<file path="config.mk">
export PLATFORM = sky130hd
export DESIGN_NAME = pll_lock_div
export DESIGN_NICKNAME = d
export VERILOG_FILES = /design/src/rtl/pll_lock_div.sv
export SDC_FILE = /design/constraint.sdc
export NUM_CORES = 1
export LEC_CHECK = 0
export ABC_AREA = 1
export CAP_MARGIN = 20
export CORE_ASPECT_RATIO = 1.4
export CORE_MARGIN = 3
export CORE_UTILIZATION = 26
export CTS_CLUSTER_DIAMETER = 50
export CTS_CLUSTER_SIZE = 8
export DETAILED_ROUTE_END_ITERATION = 8
export DONT_BUFFER_PORTS = 1
export GPL_TIMING_DRIVEN = 0
export HOLD_SLACK_MARGIN = 0.08
export PLACE_DENSITY = 0.4
export SETUP_SLACK_MARGIN = 0.4
export SLEW_MARGIN = 5
export SYNTH_ARGS = -nofsm -noshare
export SYNTH_HDL_FRONTEND = slang
export SYNTH_SLANG_ARGS = --single-unit
</file>
<file path="constraint.sdc">
create_clock -name CLK -period 3.6 [get_ports CLK]
set_input_delay 0.9 -clock CLK [delete_from_list [all_inputs] [get_ports CLK]]
set_output_delay 0.9 -clock CLK [all_outputs]
set_load 0.02 [all_outputs]
</file>
<file path="src/rtl/pll_lock_div.sv">
// Frequency-lock detector and word-clock divider.
// Measures the Ref_Clk period in CLK cycles, declares lock after a run of
// in-tolerance periods, and produces a divided word clock while locked.
module pll_lock_div #(
    parameter int MULT     = 50,
    parameter int TOL      = 1,
    parameter int LOCK_CNT = 4,
    parameter int CNT_W    = 8
) (
    input  logic             CLK,
    input  logic             RST,
    input  logic             Ref_Clk,
    input  logic [1:0]       Width_Sel,
    output logic             Locked,
    output logic             Lock_Lost,
    output logic             Word_Clk,
    output logic [CNT_W-1:0] Period
);

    localparam int GOOD_W = $clog2(LOCK_CNT + 1);
    localparam logic [CNT_W-1:0] CNT_MAX = {CNT_W{1'b1}};
    localparam logic [CNT_W-1:0] CNT_ONE = {{(CNT_W-1){1'b0}}, 1'b1};
    localparam logic [CNT_W:0]   MEAS_ONE = {{CNT_W{1'b0}}, 1'b1};

    typedef enum logic [1:0] {IDLE, ACQ, LOCKED} state_t;

    logic              refSync1_q, refSync2_q, refDly_q;
    logic              refRise;
    logic [CNT_W-1:0]  cnt_q;
    logic              cntSat;
    logic [CNT_W:0]    meas;
    logic [CNT_W-1:0]  measClamp;
    logic              measGood;
    state_t            state_q, state_d;
    logic [GOOD_W-1:0] goodCnt_q, goodCnt_d;
    logic [CNT_W-1:0]  period_q, period_d;
    logic              locked_q, lockLost_q, wordClk_q, wordClk_d;
    logic [4:0]        divCnt_q, divCnt_d, divN_q, divN_d;

    function automatic logic [4:0] widthToN(input logic [1:0] sel);
        case (sel)
            2'b00:   return 5'd8;
            2'b01:   return 5'd10;
            2'b10:   return 5'd16;
            default: return 5'd20;
        endcase
    endfunction

    assign refRise   = refSync2_q & ~refDly_q;
    assign cntSat    = (cnt_q == CNT_MAX);
    assign meas      = {1'b0, cnt_q} + MEAS_ONE;
    assign measClamp = meas[CNT_W] ? CNT_MAX : meas[CNT_W-1:0];

    // Synchronise Ref_Clk, keep a delayed copy for edge detection, and run the saturating period counter.
    always_ff @(posedge CLK or negedge RST) begin
        if (!RST) begin
            refSync1_q <= 1'b0;
            refSync2_q <= 1'b0;
            refDly_q   <= 1'b0;
            cnt_q      <= '0;
        end else begin
            refSync1_q <= Ref_Clk;
            refSync2_q <= refSync1_q;
            refDly_q   <= refSync2_q;
            if (refRise) begin
                cnt_q <= '0;
            end else if (!cntSat) begin
                cnt_q <= cnt_q + CNT_ONE;
            end
        end
    end

    // Tolerance test done in signed arithmetic so a short period cannot wrap into a false pass.
    always_comb begin
        int measInt;
        measInt = int'(meas);
        if (measInt >= MULT) begin
            measGood = (measInt - MULT) <= TOL;
        end else begin
            measGood = (MULT - measInt) <= TOL;
        end
    end

    // Lock state machine next state; a reference edge always wins over a coinciding saturation.
    always_comb begin
        int goodNext;
        state_d   = state_q;
        goodCnt_d = goodCnt_q;
        period_d  = period_q;
        goodNext  = int'(goodCnt_q) + 1;
        if (refRise) begin
            case (state_q)
                IDLE: begin
                    state_d   = ACQ;
                    goodCnt_d = '0;
                end
                ACQ: begin
                    period_d = measClamp;
                    if (measGood) begin
                        goodCnt_d = GOOD_W'(goodNext);
                        if (goodNext >= LOCK_CNT) begin
                            state_d = LOCKED;
                        end
                    end else begin
                        goodCnt_d = '0;
                    end
                end
                default: begin
                    period_d = measClamp;
                    if (!measGood) begin
                        state_d   = ACQ;
                        goodCnt_d = '0;
                    end
                end
            endcase
        end else if (cntSat) begin
            state_d   = IDLE;
            goodCnt_d = '0;
        end
    end

    // Word-clock divider; restarts at zero on lock entry and only picks up a new ratio at wrap.
    always_comb begin
        divN_d = divN_q;
        if (state_d != LOCKED || state_q != LOCKED) begin
            divCnt_d = '0;
        end else if (divCnt_q == divN_q - 5'd1) begin
            divCnt_d = '0;
            divN_d   = widthToN(Width_Sel);
        end else begin
            divCnt_d = divCnt_q + 5'd1;
        end
        wordClk_d = (state_d == LOCKED) && (divCnt_d < (divN_d >> 1));
    end

    // State register with registered Locked, Lock_Lost and Word_Clk derived from the next state.
    always_ff @(posedge CLK or negedge RST) begin
        if (!RST) begin
            state_q    <= IDLE;
            goodCnt_q  <= '0;
            period_q   <= '0;
            locked_q   <= 1'b0;
            lockLost_q <= 1'b0;
            wordClk_q  <= 1'b0;
            divCnt_q   <= '0;
            divN_q     <= 5'd8;
        end else begin
            state_q    <= state_d;
            goodCnt_q  <= goodCnt_d;
            period_q   <= period_d;
            locked_q   <= (state_d == LOCKED);
            lockLost_q <= (state_q == LOCKED) && (state_d != LOCKED);
            wordClk_q  <= wordClk_d;
            divCnt_q   <= divCnt_d;
            divN_q     <= divN_d;
        end
    end

    assign Locked    = locked_q;
    assign Lock_Lost = lockLost_q;
    assign Word_Clk  = wordClk_q;
    assign Period    = period_q;

endmodule

</file>
## Yosys cells after proc, flatten, opt, wreduce, memory -nomap -nowiden

Index checks and enable logic that the tools add are counted.

| storage, ports and cells | value |
|---|---|
| logic and storage cells | 69 |
| input port bits | 5 |
| output and inout bits | 11 |
| bits in registers | 37 |

| cells by class | value |
|---|---|
| bitwise logic cells | 4 |
| muxes and demuxes | 20 |
| $add $sub $neg | 7 |
| magnitude comparators | 5 |
| eq/ne operators | 11 |
| reduce and logical (&&, ||, !) cells | 9 |

Operator list:

| operator | number |
|---|---|
| $mux 8 | 3 |
| $le 10x2->1 const B | 2 |
| $mux 5 | 4 |
| $pmux 5 s3 | 1 |
| $mux 3 | 4 |
| $mux 2 | 5 |
| $sub 6x9->10 const A | 1 |
| $sub 9x6->10 const B | 1 |
| $add 8x1->9 const B | 1 |
| $ge 9x6->1 const B | 1 |
| $add 8x1->8 const B | 1 |
| $eq 8x8->1 const B | 1 |
| $eq 2x2->1 const B | 3 |
| $ne 2x2->1 const B | 3 |
| $pmux 3 s2 | 1 |
| $reduce_and 2->1 | 3 |
| $add 5x1->5 const B | 1 |
| $eq 5x5->1 | 1 |
| $lt 5x4->1 | 1 |
| $sub 5x1->5 const B | 1 |
| $add 3x1->4 const B | 1 |
| $eq 2x1->1 const B | 2 |
| $ge 4x3->1 const B | 1 |
| $logic_not 2->1 | 2 |
| other kinds (8) | 11 |

## Logic depth before layout (Yosys ltp)

Gate-level depths: netlist (run 1).

| depth | value |
|---|---|
| depth in word-level cells | 12 |
| mapped depth | 28 |
| mapped depth without buffers | 28 |

## Worst setup path before layout (run 1)

No wires, ideal clock.

| timing | value |
|---|---|
| path kind | register -> register |
| start point | reg cnt_q[0] |
| end point | reg wordClk_q, in the netlist Word_Clk |
| path buffers | 0 |
| data required time | 3531 ps |
| arrival time | 3034 ps |
| period minus slack after synthesis | 3103 ps |
| cell stages (with the launch flop) | 24 |
| library setup time | 69 ps |
| path slack | 497 ps |
| cell sequence | dfrtp_1 > ha_1 > nand2_1 > nand2_1 > ha_1 > inv_1 > nand2_1 > nand2_1 > nand2_1 > nand2_1 > inv_1 > nor2_1 > nand2_1 > nand3_2 > nand3_2 > a21oi_2 > nand3_4 > nor4_1 > ha_1 > a21oi_1 > o211ai_1 > inv_1 > nand2_1 > nor2_2 |

| on the way | value |
|---|---|
| longest elaborated chain between the ends | 12 |
| elaborated cells between the ends (all ways) | 20 |
| classes of those cells | add/sub (3); order compare (4); eq/ne (3); mux (8); reduce/logical (2) |

Ends and longest elaborated chain:

| element | line | RTL |
|---|---|---|
| from (decl) | 29 | `logic [CNT_W-1:0] cnt_q;` |
| from (signal assigned) | 68 | `cnt_q <= cnt_q + CNT_ONE;` |
| $add 8x1->9 | 51 | `assign meas = {1'b0, cnt_q} + MEAS_ONE;` |
| $sub 6x9->10 / $sub 9x6->10 (equally long branches) | 80, 78 |  |
| $le 10x2->1, on equally long branches | 80, 78 |  |
| $mux 1 | 77 | `if (measInt >= MULT) begin` |
| $mux 2, on equally long branches | 110, 99 |  |
| $pmux 2 s2 | 92 | `case (state_q)` |
| $mux 2 * | 91 | `if (refRise) begin` |
| named net state_d[1] | 34 | `state_t state_q, state_d;` |
| $ne 2x2->1 * | 125 | `if (state_d != LOCKED \|\| state_q != LOCKED) begin` |
| $logic_or 1x1->1 * | 125 |  |
| $mux 5 * | 125 |  |
| named net divCnt_d[2] | 38 | `logic [4:0] divCnt_q, divCnt_d, divN_q, divN_d;` |
| $lt 5x4->1 * | 133 | `wordClk_d = (state_d == LOCKED) && (divCnt_d < (divN_d >> 1));` |
| $logic_and 1x1->1 * | 133 |  |
| named net wordClk_d | 37 | `logic locked_q, lockLost_q, wordClk_q, wordClk_d;` |
| to (signal assigned) | 153 | `wordClk_q <= wordClk_d;` |
| to (decl) | 37 |  |

The timed path passes the listed nets; every way through them passes the cells marked *.
A chain may end at the register's enable or synchronous reset.

## Worst setup path after layout (run 1)

Ends and elaborated chain as after synthesis.

==> flow_summary.toml, run 1 <==
[outcome]
status = "complete, no violations"

[grt]
grt_pass1_vias = 2095
grt_antenna_before_repair = 0
grt_first_pass_wirelength_um = 9810
grt_usage = 0.124
grt_max_degree = 37
grt_overflow_total = 0

[min_path]
hold_class = "input port to asynchronous set/reset pin"

[route]
firstDrtPassIters = 4
avgRoutedWirePerCell_um = 13.2
viasPerCell = 4.56
detail-route-antenna-nets = 0
vias = 2024
wirelength_um = 5870
drc = 0
drt-initial-drc-count = 102

[die]
die_w_um = 85.6
start_util = 0.268
core_um2 = 8610
die_area_um2 = 10000
io_pins = 16
row_count = 40
fp.dieH_um = 117

[sta]
fin_tns_setup_ps = 0
period_share = 0.912
timing.final.crit_period_ps = 3280
slew_viol_final = 0
hold_ws_ps = 306
relSlewSlack = 0.646
hold_violations = 0
rsz0062_at_grt = "true"
worst_pin_slew_ps = 526
max_freq_mhz = 305
setup_viol = 0
final.setup_skew_ps = 9.47

[synth]
synthTopCellsByArea = "dfrtp_1, nand2_1, inv_1, ha_1, nor2_1"
ys_seq_elements = 36
synth_cells = 311
avgSynthCellArea_um2 = 7.41
synth_area_um2 = 2300
yosysSeqAreaShare = 0.391
synth.distinct_cells = 31
ys_warn_count = 0
synth_top_cell_area_share = 0.380
synth_top_cell_by_area = "dfrtp_1"
synth_fp_nets = 330

[power]
comb_power_share = 0.353
p_int_mw = 0.941
p_sw_mw = 0.532
vdd.ir_drop.worst_uv = 289
sequentialPowerShare = 0.348
p_total_mw = 1.47
leakagePower_nw = 1.52
power.density_nw_per_um2 = 490
power_frac_clock = 0.299
power_switching_share = 0.361

[critical_path]
cp_max_fo = 5
critical_path.endpoint_type = "flop"
crit_slowest_cell = "dfrtp_2"
crit_top_cell = "ha_4"
crit_buf_inv = 2
crit_required_ps = 3820
crit_family = "simple AND/OR/NAND/NOR gates"
startpoint_type = "flop"
cp_cell_sequence = "ha_4 -> nand2_2 -> nand2_4 -> ha_4 -> nor2_2 -> nand3_1 -> nor2_1 -> nand3_1 -> nand3_2 -> nand3_4 -> a21oi_4 -> nand3_4 -> buf_12 -> nor4_4 -> ha_4 -> a21oi_4 -> o211ai_1 -> inv_1 -> nand2_1 -> nor2_2"
crit_path_max_incr_delay_ps = 460
arrival_ps = 3500
setup.worst_path.class = "flop to flop"

[clocking]
cts_max_path_buffers = 2
clkTransAtPathRegs_ps = 60
cts_buffers = 5
clkSinkCount = 36
postCtsHoldBufs = 0
insertion_delay_ps = 290
cts_max_level = 2
tritoncts = "yes"
cts_root_buf = "clkbuf_16"

[cells_and_area]
area_growth_pct = 30.3
drive_gt1_frac = 0.280
fin_util = 0.349
final_nets = 357
antenna_cells = 0
fill_cells = 924

[placed_design]
port_buffers = 0
hpwl_um = 4180
place.gp.congestion = 0.786

[job]
max_cap_viol_count = 0
## cell families (layout without fill, tap and decap cells)
| logic type | Yosys count | after routing | share of synthesized area |
|---|---|---|---|
| buffers and inverters | 54 | 82 | 0.0896 |
| AOI/OAI and AO/OA | 34 | 34 | 0.0820 |
| and+or+nand+nor | 166 | 166 | 0.334 |
| xor gates and xnor gates | 7 | 7 | 0.0266 |
| DFF | 36 | 36 | 0.391 |
| adders and majority gates | 14 | 14 | 0.0760 |
## power by group through the flow
stage / logic, mW / clock network, mW / registers [mW]
floorplan: 0.225 / 0 / 0.504
global placement: 0.287 / 0 / 0.517
detailed placement: 0.286 / 0 / 0.517
CTS: 0.360 / 0.453 / 0.510
global route: 0.569 / 0.470 / 0.519
finish: 0.520 / 0.441 / 0.513
## cells in the mapped netlist, drive strengths merged
cell type and count:
a211oi 1, a21oi 7, a31oi 3, buf 1, clkbuf 1, dfrtp 35
dfstp 1, ha 14, inv 52, nand2 83, nand3 28, nand4 2
nor2 46, nor3 6, nor4 1, o211ai 1, o21ai 19, o21bai 1
o22ai 1, o31ai 1, xnor2 5, xor2 2
## placed cells by master (no fill, tap or decap), drive strengths merged, types with 2 or more instances in the layout
cell    count
a21oi       7
a31oi       3
buf        21
clkbuf      7
clkinv      2
dfrtp      35
ha         14
inv        52
nand2      83
nand3      28
nand4       2
nor2       46
nor3        6
o21ai      19
xnor2       5
xor2        2
## metal layers
layer / track usage / wire length [um] / up-vias / part of all wire
met5: 0 / 0 / - / 0
met4: 0.0545 / 149 / 0 / 0.025
met3: 0.0274 / 276 / 11 / 0.047
met2: 0.229 / 3160 / 44 / 0.54
met1: 0.131 / 2280 / 940 / 0.39
li1: - / - / 1029 / -
## cell type report
class / instances / area (um2) / area share
multi-input cells: 221 / 1440 / 0.480
flip-flops and latches: 36 / 905 / 0.301
inverters: 52 / 203 / 0.0675
repair buffers: 20 / 163 / 0.0541
clock buffers: 6 / 139 / 0.0462
well taps: 105 / 131 / 0.0437
plain buffers: 2 / 11.3 / 0.00375
clock inverters: 2 / 10.0 / 0.00333
## state kept, by name, indices dropped and copies added (netlist names), 2 cells and up
register and cells:
Period 8, cnt_q 8, divCnt_q 5, divN_q 4
goodCnt_q 3, state_q 2
## timing repair
item / CTS / global route
buffers inserted: 11 / 9
resized for setup: 22 / 41
pin swaps: 6 / 28
gates cloned: 0 / 0
endpoints found under the setup margin: 1 / 1
## per-stage QoR
stage          setup slack, ps  cells  area, um2
6_report                   316    444       3000
5_1_grt                    142    444       3000
4_1_cts                    362    435       2770
3_5_place_dp              -202    416       2440
3_3_place_gp              -199    416       2440
2_1_floorplan              497    311       2300
## final timing paths
path,startpoint,end,slack (ps),depth (start not counted)
worst min-delay path,RST,Period[6]$_DFFE_PN0P_,310,0
worst max-delay path,cnt_q[0]$_DFFE_PN0P_,Word_Clk$_DFF_PN0_,320,20
worst max register to register,cnt_q[0]$_DFFE_PN0P_,Word_Clk$_DFF_PN0_,320,20
min in group CLK,refSync1_q$_DFF_PN0_,refSync2_q$_DFF_PN0_,350,0
max in group asynchronous,RST,divN_q[3]$_DFF_PN1_,3110,0
worst min register to register,refSync1_q$_DFF_PN0_,refSync2_q$_DFF_PN0_,350,0
Note: power is estimated with default switching activity, not from simulation.
==> run 2: changes to the inputs <==
CORE_UTILIZATION = 63   (was 26)
PLACE_DENSITY = 0.8   (was 0.4)
==> run 2 against run 1 <==
  * Register-to-register slack worse by 150 ps
  * Clock skew up 1.9 ps
  * Core utilization up 48 points
  * Global-route usage up 16 points
  * Critical path depth up 3
  * Die area down 56%
  * Sequential power about the same
  * Combinational power down 2%
  * Largest power group is now registers
==> flow_summary.toml, run 2 (synthesis results as in run 1) <==
[route]
vias = 2360
avgRoutedWirePerCell_um = 18.2
viasPerCell = 6.10
detail-route-antenna-nets = 0
firstDrtPassIters = 6
wirelength_um = 7030
drt-initial-drc-count = 243
drc = 0

[cells_and_area]
fin_area_um2 = 2860
area_growth_pct = 24.1
fin_util = 0.831
layout_commonest_cell = "nand2_1"
drive_gt1_frac = 0.282
layout_common_cells = "nand2_1, inv_1, nor2_1, dfrtp_1, buf_4"
final_cells = 387
antenna_cells = 0
final_nets = 365

[sta]
fin_tns_setup_ps = 0
setup_ws_ps = 171
rsz0062_at_grt = "true"
relSlewSlack = 0.539
max_freq_mhz = 292
final.setup_skew_ps = 11.3
hold_ws_ps = 287
slew_viol_final = 0
hold_violations = 0
period_share = 0.952
timing.final.crit_period_ps = 3430
setup_viol = 0
worst_pin_slew_ps = 685

[placed_design]
dp.cells = 351
port_buffers = 0
hpwl_um = 3630
dpl_worst_slack_ps = -70.6
place.gp.congestion = 0.893
dpl-instance-area_um2 = 2350

[power]
power.density_nw_per_um2 = 458
vdd.ir_drop.worst_uv = 303
p_total_mw = 1.31
leakagePower_nw = 1.49

[clocking]
cts_root_buf = "clkbuf_8"
clkTransAtPathRegs_ps = 80
insertion_delay_ps = 300
clkSinkCount = 36
cts_max_path_buffers = 2
cts_max_level = 2
tritoncts = "yes"
cts_buffers = 5

[grt]
grt_usage = 0.280
grt_pass1_vias = 2233
grt_overflow_total = 0
grt_max_degree = 37
grt_antenna_before_repair = 0
grt_first_pass_wirelength_um = 9610

[die]
start_util = 0.670
io_pins = 16
fp.dieH_um = 77.6
row_count = 25
core_um2 = 3440
die_area_um2 = 4430
die_w_um = 57.1

[min_path]
hold_class = "input port to asynchronous set/reset pin"

[critical_path]
cp_max_fo = 4
reg2reg_depth = 23
critical_path.endpoint_type = "flop"
arrival_ps = 3660
startpoint_type = "flop"
setup.worst_path.class = "flop to flop"
crit_required_ps = 3830

[job]
max_cap_viol_count = 0

[outcome]
status = "complete, no violations"
==> run 2: critical path: stages (launching register included) <==
cell and delay (ps):
dfrtp_2 450, inv_4 60, ha_4 310, inv_4 50, ha_4 170, inv_4 70, nand2_2 60, nand2_2 100
nand2_1 70, nand2_1 60, inv_1 40, nor2_2 140, nand2_1 90, nand3_2 110, nand3_4 100, a21oi_4 210
nand3_4 160, nor4_4 390, ha_4 260, a21oi_2 140, o211ai_1 110, inv_1 70, nand2_1 60, nor2_2 90
==> run 2: final timing paths <==
path,startpoint,endpoint,slack (ps)
min in group CLK,refSync1_q$_DFF_PN0_,refSync2_q$_DFF_PN0_,360
worst max-delay path,cnt_q[0]$_DFFE_PN0P_,Word_Clk$_DFF_PN0_,170
worst min-delay path,RST,Period[7]$_DFFE_PN0P_,290
worst max register to register,cnt_q[0]$_DFFE_PN0P_,Word_Clk$_DFF_PN0_,170
worst min register to register,refSync1_q$_DFF_PN0_,refSync2_q$_DFF_PN0_,360
max in group asynchronous,RST,divN_q[3]$_DFF_PN1_,3130
==> run 2: per-layer routing <==
metal	vias to the layer above	GRT usage	share of wire	wire, um
met5	-	0	0	0
met4	0	0.197	0.054	379
met3	46	0.0383	0.060	421
met2	143	0.500	0.56	3910
met1	1118	0.290	0.33	2320
li1	1053	-	-	-
==> run 2: repair_timing <==
action	4_1_cts	5_1_grt
setup endpoints to repair	1	1
buffers inserted	11	16
pin swaps	8	28
resized for setup	21	32
hold buffers	0	0
cloned	1	0
==> run 2: cell type report <==
type	count	area, um2
clock buffers	7	76.3
inverters	52	205
repair buffers	27	215
plain buffers	2	11.3
fillers	209	581
multi-input cells	222	1390
well taps	40	50.0
clock inverters	1	5.00
flip-flops and latches	36	906
==> run 2: report_power, final <==
group / switching, mW / internal (mW)
clock: 0.152 / 0.136
sequential: 0.0702 / 0.445
combinational: 0.301 / 0.205
==> run 3: changes to the inputs <==
CAP_MARGIN = not set   (was 20)
CTS_CLUSTER_DIAMETER = not set   (was 50)
clock period = 3.35 ns   (was 3.6 ns; I/O delays follow)
==> run 3 against run 2 <==
  * Critical path depth is 2 lower
  * Maximum frequency is 7.9% higher
  * Largest cell class unchanged
  * Global-route usage is 0.90 points higher
  * Cell count decreased by 2.1%
  * Via count is 8.6% lower
  * Count of clock-buffer cells in the layout increased by 1
  * First-iteration DRC count is 47% lower
==> flow_summary.toml, run 3 (synthesis results as in run 1) <==
[die]
row_count = 25
core_um2 = 3440
die_w_um = 57.1
fp.dieH_um = 77.6
io_pins = 16
start_util = 0.670
die_area_um2 = 4430

[job]
max_cap_viol_count = 0

[route]
detail-route-antenna-nets = 0
avgRoutedWirePerCell_um = 15.5
wirelength_um = 5890
viasPerCell = 5.69
firstDrtPassIters = 4
vias = 2158
drc = 0
drt-initial-drc-count = 128

[placed_design]
port_buffers = 0
hpwl_um = 3710
dpl_worst_slack_ps = -57.3
place.gp.congestion = 0.859

[power]
vdd.ir_drop.worst_uv = 430
power.density_nw_per_um2 = 493
leakagePower_nw = 1.45
p_total_mw = 1.40

[sta]
setup_viol = 0
hold_violations = 0
relSlewSlack = 0.614
period_share = 0.949
timing.final.crit_period_ps = 3180
setup_ws_ps = 172
rsz0062_at_grt = "true"
worst_pin_slew_ps = 574
max_freq_mhz = 315
fin_tns_setup_ps = 0
slew_viol_final = 0
final.setup_skew_ps = 6.91

[clocking]
clkTransAtPathRegs_ps = 70
postCtsHoldBufs = 0
cts_root_buf = "clkbuf_8"
tritoncts = "yes"
clkSinkCount = 36
cts_buffers = 5
cts_max_level = 2
insertion_delay_ps = 290
cts_max_path_buffers = 2

[cells_and_area]
layout_commonest_cell = "nand2_1"
antenna_cells = 0
area_growth_pct = 23.0
final_nets = 357
layout_common_cells = "nand2_1, inv_1, nor2_1, dfrtp_1"
fill_cells = 219
multi_input_area_um2 = 1430
seqCellArea_um2 = 906
drive_gt1_frac = 0.280

[grt]
grt_first_pass_wirelength_um = 9900
grt_antenna_before_repair = 0
grt_max_degree = 37
grt_pass1_vias = 2218
grt_overflow_total = 0
grt_usage = 0.289

[min_path]
hold_class = "input port to asynchronous set/reset pin"

[critical_path]
setup.worst_path.class = "flop to flop"
startpoint_type = "flop"
arrival_ps = 3370
critical_path.endpoint_type = "flop"
rrSetupSlack_ps = 170
cp_max_fo = 5
crit_required_ps = 3540

[outcome]
status = "complete, no violations"
-- run 3: cell types whose count changed in the layout (fill, tap and decap cells not counted), sizes merged --
| cell | delta |
|---|---|
| buf | -8 |
| clkbuf | +1 |
| clkinv | -1 |
-- run 3: area by class of cell --
type | instances | share of cell area
Sequential cell | 36 | 0.320
Inverter | 52 | 0.0715
Clock buffer | 8 | 0.0318
Timing Repair Buffer | 19 | 0.0517
Multi-Input combinational cell | 222 | 0.504
Tap cell | 40 | 0.0177
Buffer | 2 | 0.00397
-- run 3: worst paths after layout --
kind,cells after the start,from,end
max,21,cnt_q[1]$_DFFE_PN0P_,Word_Clk$_DFF_PN0_
min,0,RST,cnt_q[1]$_DFFE_PN0P_
max reg2reg,21,cnt_q[1]$_DFFE_PN0P_,Word_Clk$_DFF_PN0_
min reg2reg,0,refSync1_q$_DFF_PN0_,refSync2_q$_DFF_PN0_
max in group asynchronous,0,RST,divN_q[3]$_DFF_PN1_
min in group CLK,0,refSync1_q$_DFF_PN0_,refSync2_q$_DFF_PN0_
-- run 3: worst max-delay path, stage by stage, from the launching register on --
cell	delay, ps
dfrtp_2	460
ha_4	190
inv_2	50
nand2_2	60
nand2_4	100
ha_4	210
nor2_1	130
nand3_1	120
nor2_2	130
nand3_2	90
nand3_2	110
nand3_4	90
a21oi_4	220
nand3_4	180
o21ai_4	200
inv_2	60
ha_4	270
a21oi_2	50
o211ai_1	180
inv_1	70
nand2_2	70
nor2_2	30
-- run 3: layer usage --
layer / vias up / routed length, um / global-route usage
met2: 72 / 3260 / 0.514
li1: 1032 / - / -
met3: 33 / 216 / 0.0466
met5: - / 0 / 0
met1: 1021 / 2060 / 0.298
met4: 0 / 352 / 0.202
-- run 3: report_power, final --
part | internal (mW) | switching [mW] | leakage [nW]
registers | 0.478 | 0.0734 | 0.455
logic | 0.228 | 0.295 | 0.947
clock network | 0.168 | 0.153 | 0.0455
-- run 3: timing repair --
action                     in CTS  in global routing
gates resized for setup        33                 14
setup endpoints to repair       1                  1
pin swaps                      21                 13
buffers inserted               16                  3
cloned                          1                  0
-- run 3: per-stage QoR --
| step | cell area [um2] | hold slack [ps] | util | cells |
|---|---|---|---|---|
| after global placement | 2400 | 334 | 0.698 | 351 |
| after global routing | 2830 | 223 | 0.824 | 379 |
| after detailed placement | 2400 | 336 | 0.698 | 351 |
| after CTS | 2760 | 230 | 0.801 | 376 |
| final | 2830 | 234 | 0.824 | 379 |
| after floorplan | 2350 | 331 | - | 311 |
